$ cat src/rtl/game_flow_ctrl.sv
// game_flow_ctrl: top-level round sequencer.
// Filters the mode switches over frame ticks and latches the chosen mode.
// Runs MENU -> COUNTDOWN (3,2,1) -> PLAY -> OVER -> MENU and drives the
// one-hot screen selects. Every output is registered.
module game_flow_ctrl #(
    parameter int unsigned SETTLE_FRAMES    = 8,
    parameter int unsigned COUNTDOWN_FRAMES = 60,
    parameter int unsigned END_FRAMES       = 180
) (
    input  logic       clk65MHz,
    input  logic       rst,
    input  logic [1:0] sw,
    input  logic       btn_start,
    input  logic       frame_tick,
    input  logic       game_over,
    output logic       screen_idle,
    output logic       screen_single,
    output logic       screen_multi,
    output logic       game_run,
    output logic [1:0] countdown,
    output logic       round_start
);

    localparam int unsigned SW_W  = $clog2(SETTLE_FRAMES + 1);
    localparam int unsigned F_MAX = (COUNTDOWN_FRAMES > END_FRAMES) ? COUNTDOWN_FRAMES : END_FRAMES;
    localparam int unsigned FC_W  = $clog2(F_MAX + 1);

    localparam logic [SW_W-1:0] SETTLE_LAST = SW_W'(SETTLE_FRAMES);
    localparam logic [FC_W-1:0] CD_LAST     = FC_W'(COUNTDOWN_FRAMES - 1);
    localparam logic [FC_W-1:0] END_LAST    = FC_W'(END_FRAMES - 1);

    typedef enum logic [1:0] {
        ST_MENU,
        ST_COUNTDOWN,
        ST_PLAY,
        ST_OVER
    } state_t;

    typedef enum logic [1:0] {
        MODE_IDLE,
        MODE_SINGLE,
        MODE_MULTI
    } mode_t;

    // Switch filter
    logic [1:0]      r_sw_cand;
    logic [1:0]      r_sw_stable;
    logic [SW_W-1:0] r_settle_cnt;
    logic [SW_W-1:0] w_settle_inc;

    // Start button edge detect
    logic            r_btn_d;
    logic            w_start_edge;

    // Sequencer
    state_t          r_state,     w_state_next;
    mode_t           r_mode_q,    w_mode_q_next;
    logic [1:0]      r_digit,     w_digit_next;
    logic [FC_W-1:0] r_frame_cnt, w_frame_cnt_next;
    logic            r_play_entry, w_play_entry_next;

    mode_t           w_mode;
    mode_t           w_screen_mode;
    logic            w_abort;

    // Settle counter value after this cycle's tick; saturates at SETTLE_FRAMES
    always_comb begin
        w_settle_inc = r_settle_cnt;
        if (frame_tick && (r_settle_cnt != SETTLE_LAST)) begin
            w_settle_inc = r_settle_cnt + SW_W'(1);
        end
    end

    // Stable value is taken on the settling tick itself, so acceptance is not
    // delayed by an extra cycle behind the counter
    always_ff @(posedge clk65MHz) begin
        if (rst) begin
            r_sw_cand    <= '0;
            r_sw_stable  <= '0;
            r_settle_cnt <= '0;
        end else if (sw != r_sw_cand) begin
            r_sw_cand    <= sw;
            r_settle_cnt <= '0;
        end else begin
            r_settle_cnt <= w_settle_inc;
            if (w_settle_inc == SETTLE_LAST) begin
                r_sw_stable <= r_sw_cand;
            end
        end
    end

    // Decode the filtered switches into a mode
    always_comb begin
        w_mode = MODE_IDLE;
        case (r_sw_stable)
            2'b01:   w_mode = MODE_SINGLE;
            2'b10:   w_mode = MODE_MULTI;
            default: w_mode = MODE_IDLE;
        endcase
    end

    // Delayed button level for rising-edge detection
    always_ff @(posedge clk65MHz) begin
        if (rst) begin
            r_btn_d <= 1'b0;
        end else begin
            r_btn_d <= btn_start;
        end
    end

    assign w_start_edge = btn_start & ~r_btn_d;
    assign w_abort      = (w_mode != r_mode_q);

    // Sequencer state register
    always_ff @(posedge clk65MHz) begin
        if (rst) begin
            r_state      <= ST_MENU;
            r_mode_q     <= MODE_IDLE;
            r_digit      <= '0;
            r_frame_cnt  <= '0;
            r_play_entry <= 1'b0;
        end else begin
            r_state      <= w_state_next;
            r_mode_q     <= w_mode_q_next;
            r_digit      <= w_digit_next;
            r_frame_cnt  <= w_frame_cnt_next;
            r_play_entry <= w_play_entry_next;
        end
    end

    // Sequencer next state; a mode mismatch outside MENU overrides everything
    always_comb begin
        w_state_next      = r_state;
        w_mode_q_next     = r_mode_q;
        w_digit_next      = r_digit;
        w_frame_cnt_next  = r_frame_cnt;
        w_play_entry_next = 1'b0;
        case (r_state)
            ST_MENU: begin
                if (w_start_edge && (w_mode != MODE_IDLE)) begin
                    w_state_next     = ST_COUNTDOWN;
                    w_mode_q_next    = w_mode;
                    w_digit_next     = 2'd3;
                    w_frame_cnt_next = '0;
                end
            end
            ST_COUNTDOWN: begin
                if (w_abort) begin
                    w_state_next = ST_MENU;
                end else if (frame_tick) begin
                    if (r_frame_cnt == CD_LAST) begin
                        w_frame_cnt_next = '0;
                        w_digit_next     = r_digit - 2'd1;
                        if (r_digit == 2'd1) begin
                            w_state_next      = ST_PLAY;
                            w_play_entry_next = 1'b1;
                        end
                    end else begin
                        w_frame_cnt_next = r_frame_cnt + FC_W'(1);
                    end
                end
            end
            ST_PLAY: begin
                if (w_abort) begin
                    w_state_next = ST_MENU;
                end else if (game_over) begin
                    w_state_next     = ST_OVER;
                    w_frame_cnt_next = '0;
                end
            end
            ST_OVER: begin
                if (w_abort) begin
                    w_state_next = ST_MENU;
                end else if (frame_tick) begin
                    if (r_frame_cnt == END_LAST) begin
                        w_state_next = ST_MENU;
                    end else begin
                        w_frame_cnt_next = r_frame_cnt + FC_W'(1);
                    end
                end
            end
            default: begin
                w_state_next = ST_MENU;
            end
        endcase
    end

    // Mode shown on screen: live decode in MENU, latched mode during a round
    always_comb begin
        w_screen_mode = r_mode_q;
        if (r_state == ST_MENU) begin
            w_screen_mode = w_mode;
        end
    end

    // Registered outputs; idle is the complement of the other two so the
    // screen selects can never be anything but one-hot
    always_ff @(posedge clk65MHz) begin
        if (rst) begin
            screen_idle   <= 1'b1;
            screen_single <= 1'b0;
            screen_multi  <= 1'b0;
            game_run      <= 1'b0;
            countdown     <= '0;
            round_start   <= 1'b0;
        end else begin
            screen_single <= (w_screen_mode == MODE_SINGLE);
            screen_multi  <= (w_screen_mode == MODE_MULTI);
            screen_idle   <= !((w_screen_mode == MODE_SINGLE) || (w_screen_mode == MODE_MULTI));
            game_run      <= (r_state == ST_PLAY);
            countdown     <= (r_state == ST_COUNTDOWN) ? r_digit : 2'd0;
            round_start   <= r_play_entry;
        end
    end

endmodule

$ cat config.mk
export PLATFORM = sky130hd
export DESIGN_NAME = game_flow_ctrl
export DESIGN_NICKNAME = d
export VERILOG_FILES = /design/src/rtl/game_flow_ctrl.sv
export SDC_FILE = /design/constraint.sdc
export NUM_CORES = 1
export LEC_CHECK = 0
export CAP_MARGIN = 20
export CORE_MARGIN = 1.5
export CORE_UTILIZATION = 28
export CTS_CLUSTER_SIZE = 25
export DETAILED_ROUTE_END_ITERATION = 6
export SLEW_MARGIN = 20
export SYNTH_ARGS = -nofsm -noshare
export SYNTH_HDL_FRONTEND = slang
export SYNTH_SLANG_ARGS = --single-unit
$ cat constraint.sdc
create_clock -name clk65MHz -period 2.8 [get_ports clk65MHz]
set_input_delay 0.56 -clock clk65MHz [delete_from_list [all_inputs] [get_ports clk65MHz]]
set_output_delay 0.56 -clock clk65MHz [all_outputs]
set_load 0.02 [all_outputs]
==> impl_metrics.json <==
{
  "grt_use_met3_pct": 3.20,
  "setup_tns_ns": 0,
  "fmax_ghz": 0.458,
  "hold_viol_final": 0,
  "first_global_vias": 1213,
  "syn-num-nets": 200,
  "hold_end": "round_start",
  "clk_path_buf_depth": 2,
  "syn_to_final_growth_pct": 15.3,
  "switching_share_pct": 20.8,
  "drv_cap": 0,
  "yosysWarnings": 0,
  "timing.rr.end": "r_frame_cnt[5]",
  "tightest_slew_ns": 0.383,
  "drive_gt1_share_pct": 9.14,
  "post-route-util_pct": 33.9,
  "core_um2": 5610,
  "cts_hold_buffers": 0,
  "cts_tree": "built",
  "p_leak_nw": 0.635,
  "root_buffer": "clkbuf_8",
  "rsz0062_at_grt": "false",
  "ys_seq_elements": 31,
  "peakVddDrop_v": 0.000202,
  "wl_per_cell_um": 11.4,
  "portBuffers": 13,
  "fin_ws_ns": 0.617,
  "crit_path_max_fanout": 10,
  "p_switching_w": 0.000164,
  "reg2reg_from": "r_sw_stable[1]",
  "synth.yosys.seq_area_share_pct": 37.7,
  "layout_min_cycle_time_ns": 2.18,
  "grt.total_usage_pct": 10.9,
  "endpoint_kind": "flop",
  "grtUsageMet1_pct": 14.9,
  "overflow": 0,
  "required_ns": 2.97,
  "dpl.hpwl_um": 2310,
  "ys_types": 49,
  "whs_ns": 0.444,
  "place_congestion": 0.771,
  "path_class": "in2reg",
  "p_per_area_nw_per_um2": 416,
  "start_kind": "input pin",
  "top_usage_layer": "met2",
  "max_stage_delay_ns": 0.57,
  "dr.pass1.iters": 4,
  "grt_use_met2_pct": 16.2,
  "seq_power_share_pct": 56.5,
  "drt_iter0_drc": 106,
  "grt_max_degree": 15,
  "nets": 213,
  "rr_worst_depth": 7,
  "rows": 27,
  "die_x_um": 79.7,
  "slew-limit-headroom_pct": 74.4,
  "n_antenna_cell": 0,
  "clock-skew-final_ns": 0.00279,
  "ant_nets": 0,
  "power_frac_comb_pct": 4.6,
  "start_util_pct": 29.4,
  "whs_path_depth": 1,
  "synth-edff-count": 0,
  "drv_slew": 0,
  "clk_latency_ns": 0.27,
  "dp_slack_ns": 0.331,
  "worstPathCellList": "clkdlybuf4s50_1 -> and2_1 -> a221o_1 -> and3_4 -> a41o_1",
  "dieHeight_um": 79.7,
  "cts_sinks": 31,
  "hold_path_class": "reg2reg",
  "drt-total-wl_um": 3080,
  "final-setup-viol-count": 0,
  "drc": 0,
  "hp-start": "r_play_entry",
  "synth-main-ff-cell": "dfxtp_1",
  "pin_count": 14,
  "finalNonFillerCells": 269,
  "syn_area_per_cell_um2": 8.91,
  "clkSlewWorstSetupHoldPaths_ns": 0.06,
  "grt_pass1_wl_um": 5510,
  "synth_area_um2": 1650,
  "numCtsBuffers": 5,
  "n_fill_cell": 611,
  "synthCells": 185,
  "worst_path_max_delay_cell": "clkdlybuf4s50_1",
  "htreeDepth": 2,
  "p_int_w": 0.000626,
  "post-cts-setup-buffers": 0,
  "antenna_found_initial": 0,
  "worstPathArrival_ns": 2.35,
  "die-area_um2": 6350,
  "routed-via-count": 1313,
  "status": "finished, final reports clean",
  "cts_resized": 0,
  "async_flop_share_pct": 0,
  "dp.cells": 263,
  "clkPwrFrac_pct": 38.9,
  "drt-vias-per-instance": 4.88,
  "r2r_slack_ns": 0.79,
  "finalCritPeriodShare_pct": 78.0
}
-- power groups by stage --
stage	Clock [W]	Sequential [W]	Combinational, W
after detailed placement	0	0.000457	0.0000367
after floorplan	0	0.000456	0.0000208
after CTS	0.000322	0.000447	0.0000369
after global routing	0.000343	0.000447	0.0000411
after global placement	0	0.000456	0.0000365
final	0.000307	0.000447	0.0000362
-- Yosys cell counts (6+ instances only) --
master    count  area, um^2
a21oi_1       9        45.0
inv_1        12        45.0
nand3_1      10        50.1
nor3_1        7        35.0
ha_1          8         100
nand2_1      11        41.3
nor2_1       14        52.6
clkbuf_1      6        22.5
dfxtp_1      31         621
nor2b_1       7        43.8
-- worst max path at each step --
stage               start             end  slack (ns)
5_1_grt        frame_tick  r_frame_cnt[2]        0.53
3_3_place_gp   frame_tick  r_frame_cnt[2]        0.37
3_5_place_dp   frame_tick  r_frame_cnt[2]        0.33
4_1_cts        frame_tick  r_frame_cnt[2]        0.62
2_1_floorplan  frame_tick  r_frame_cnt[2]        0.80
6_report       frame_tick  r_frame_cnt[2]        0.62
-- critical path, delay by kind of cell --
kind	cells	cell delay, ns
simple gates	2	0.51
buf+inv	1	0.57
compound gates	2	0.71
-- per-layer routing --
layer,part of all wire (%),routed length [um]
met1,51,1570
met4,1.0,32
met2,42,1310
met5,0,0
met3,5.4,167
-- sequential cells by signal (all words and copies together) (netlist names), 2 cells and up --
name          flops
r_settle_cnt      4
r_digit           2
r_frame_cnt       8
r_state           2
r_sw_cand         2
r_mode_q          2
r_sw_stable       2
countdown         2
-- final cells by class --
class | count | area (um^2) | share of cell area, %
Inverter | 12 | 45.0 | 2.37
Timing Repair Buffer | 15 | 145 | 7.64
Multi-Input combinational cell | 133 | 926 | 48.7
Clock buffer | 6 | 72.6 | 3.82
Tap cell | 72 | 90.1 | 4.74
Sequential cell | 31 | 621 | 32.7
-- cells in the final DEF (no fill, tap or decap), types with 7 or more instances in the layout --
cell             netlist  routed
nor2b_1                7       7
nor3_1                 7       7
dfxtp_1               31      31
nand3_1               10      10
nand2_1               11      11
clkdlybuf4s50_1        0      13
a21oi_1                9       9
ha_1                   8       8
nor2_1                14      14
inv_1                 12      12
-- cell families (layout without fill, tap and decap cells) --
kind of cell,count (synthesis),after routing,share of synthesized area (%)
mux,6,6,3.72
compound gates,36,36,16.5
fa+ha+maj,8,8,6.07
buf+inv,21,33,6.15
simple gates,77,77,26.7
xor+xnor,6,6,3.19
flops,31,31,37.7
-- metrics by stage --
| stage | power [W] | area, um^2 |
|---|---|---|
| 6_report | 0.000791 | 1900 |
| 5_1_grt | 0.000831 | 1900 |
| 4_1_cts | 0.000806 | 1900 |
| 3_5_place_dp | 0.000493 | 1830 |
| 3_3_place_gp | 0.000493 | 1830 |
| 2_1_floorplan | 0.000477 | 1650 |
Note: power is estimated with default switching activity, not from simulation.
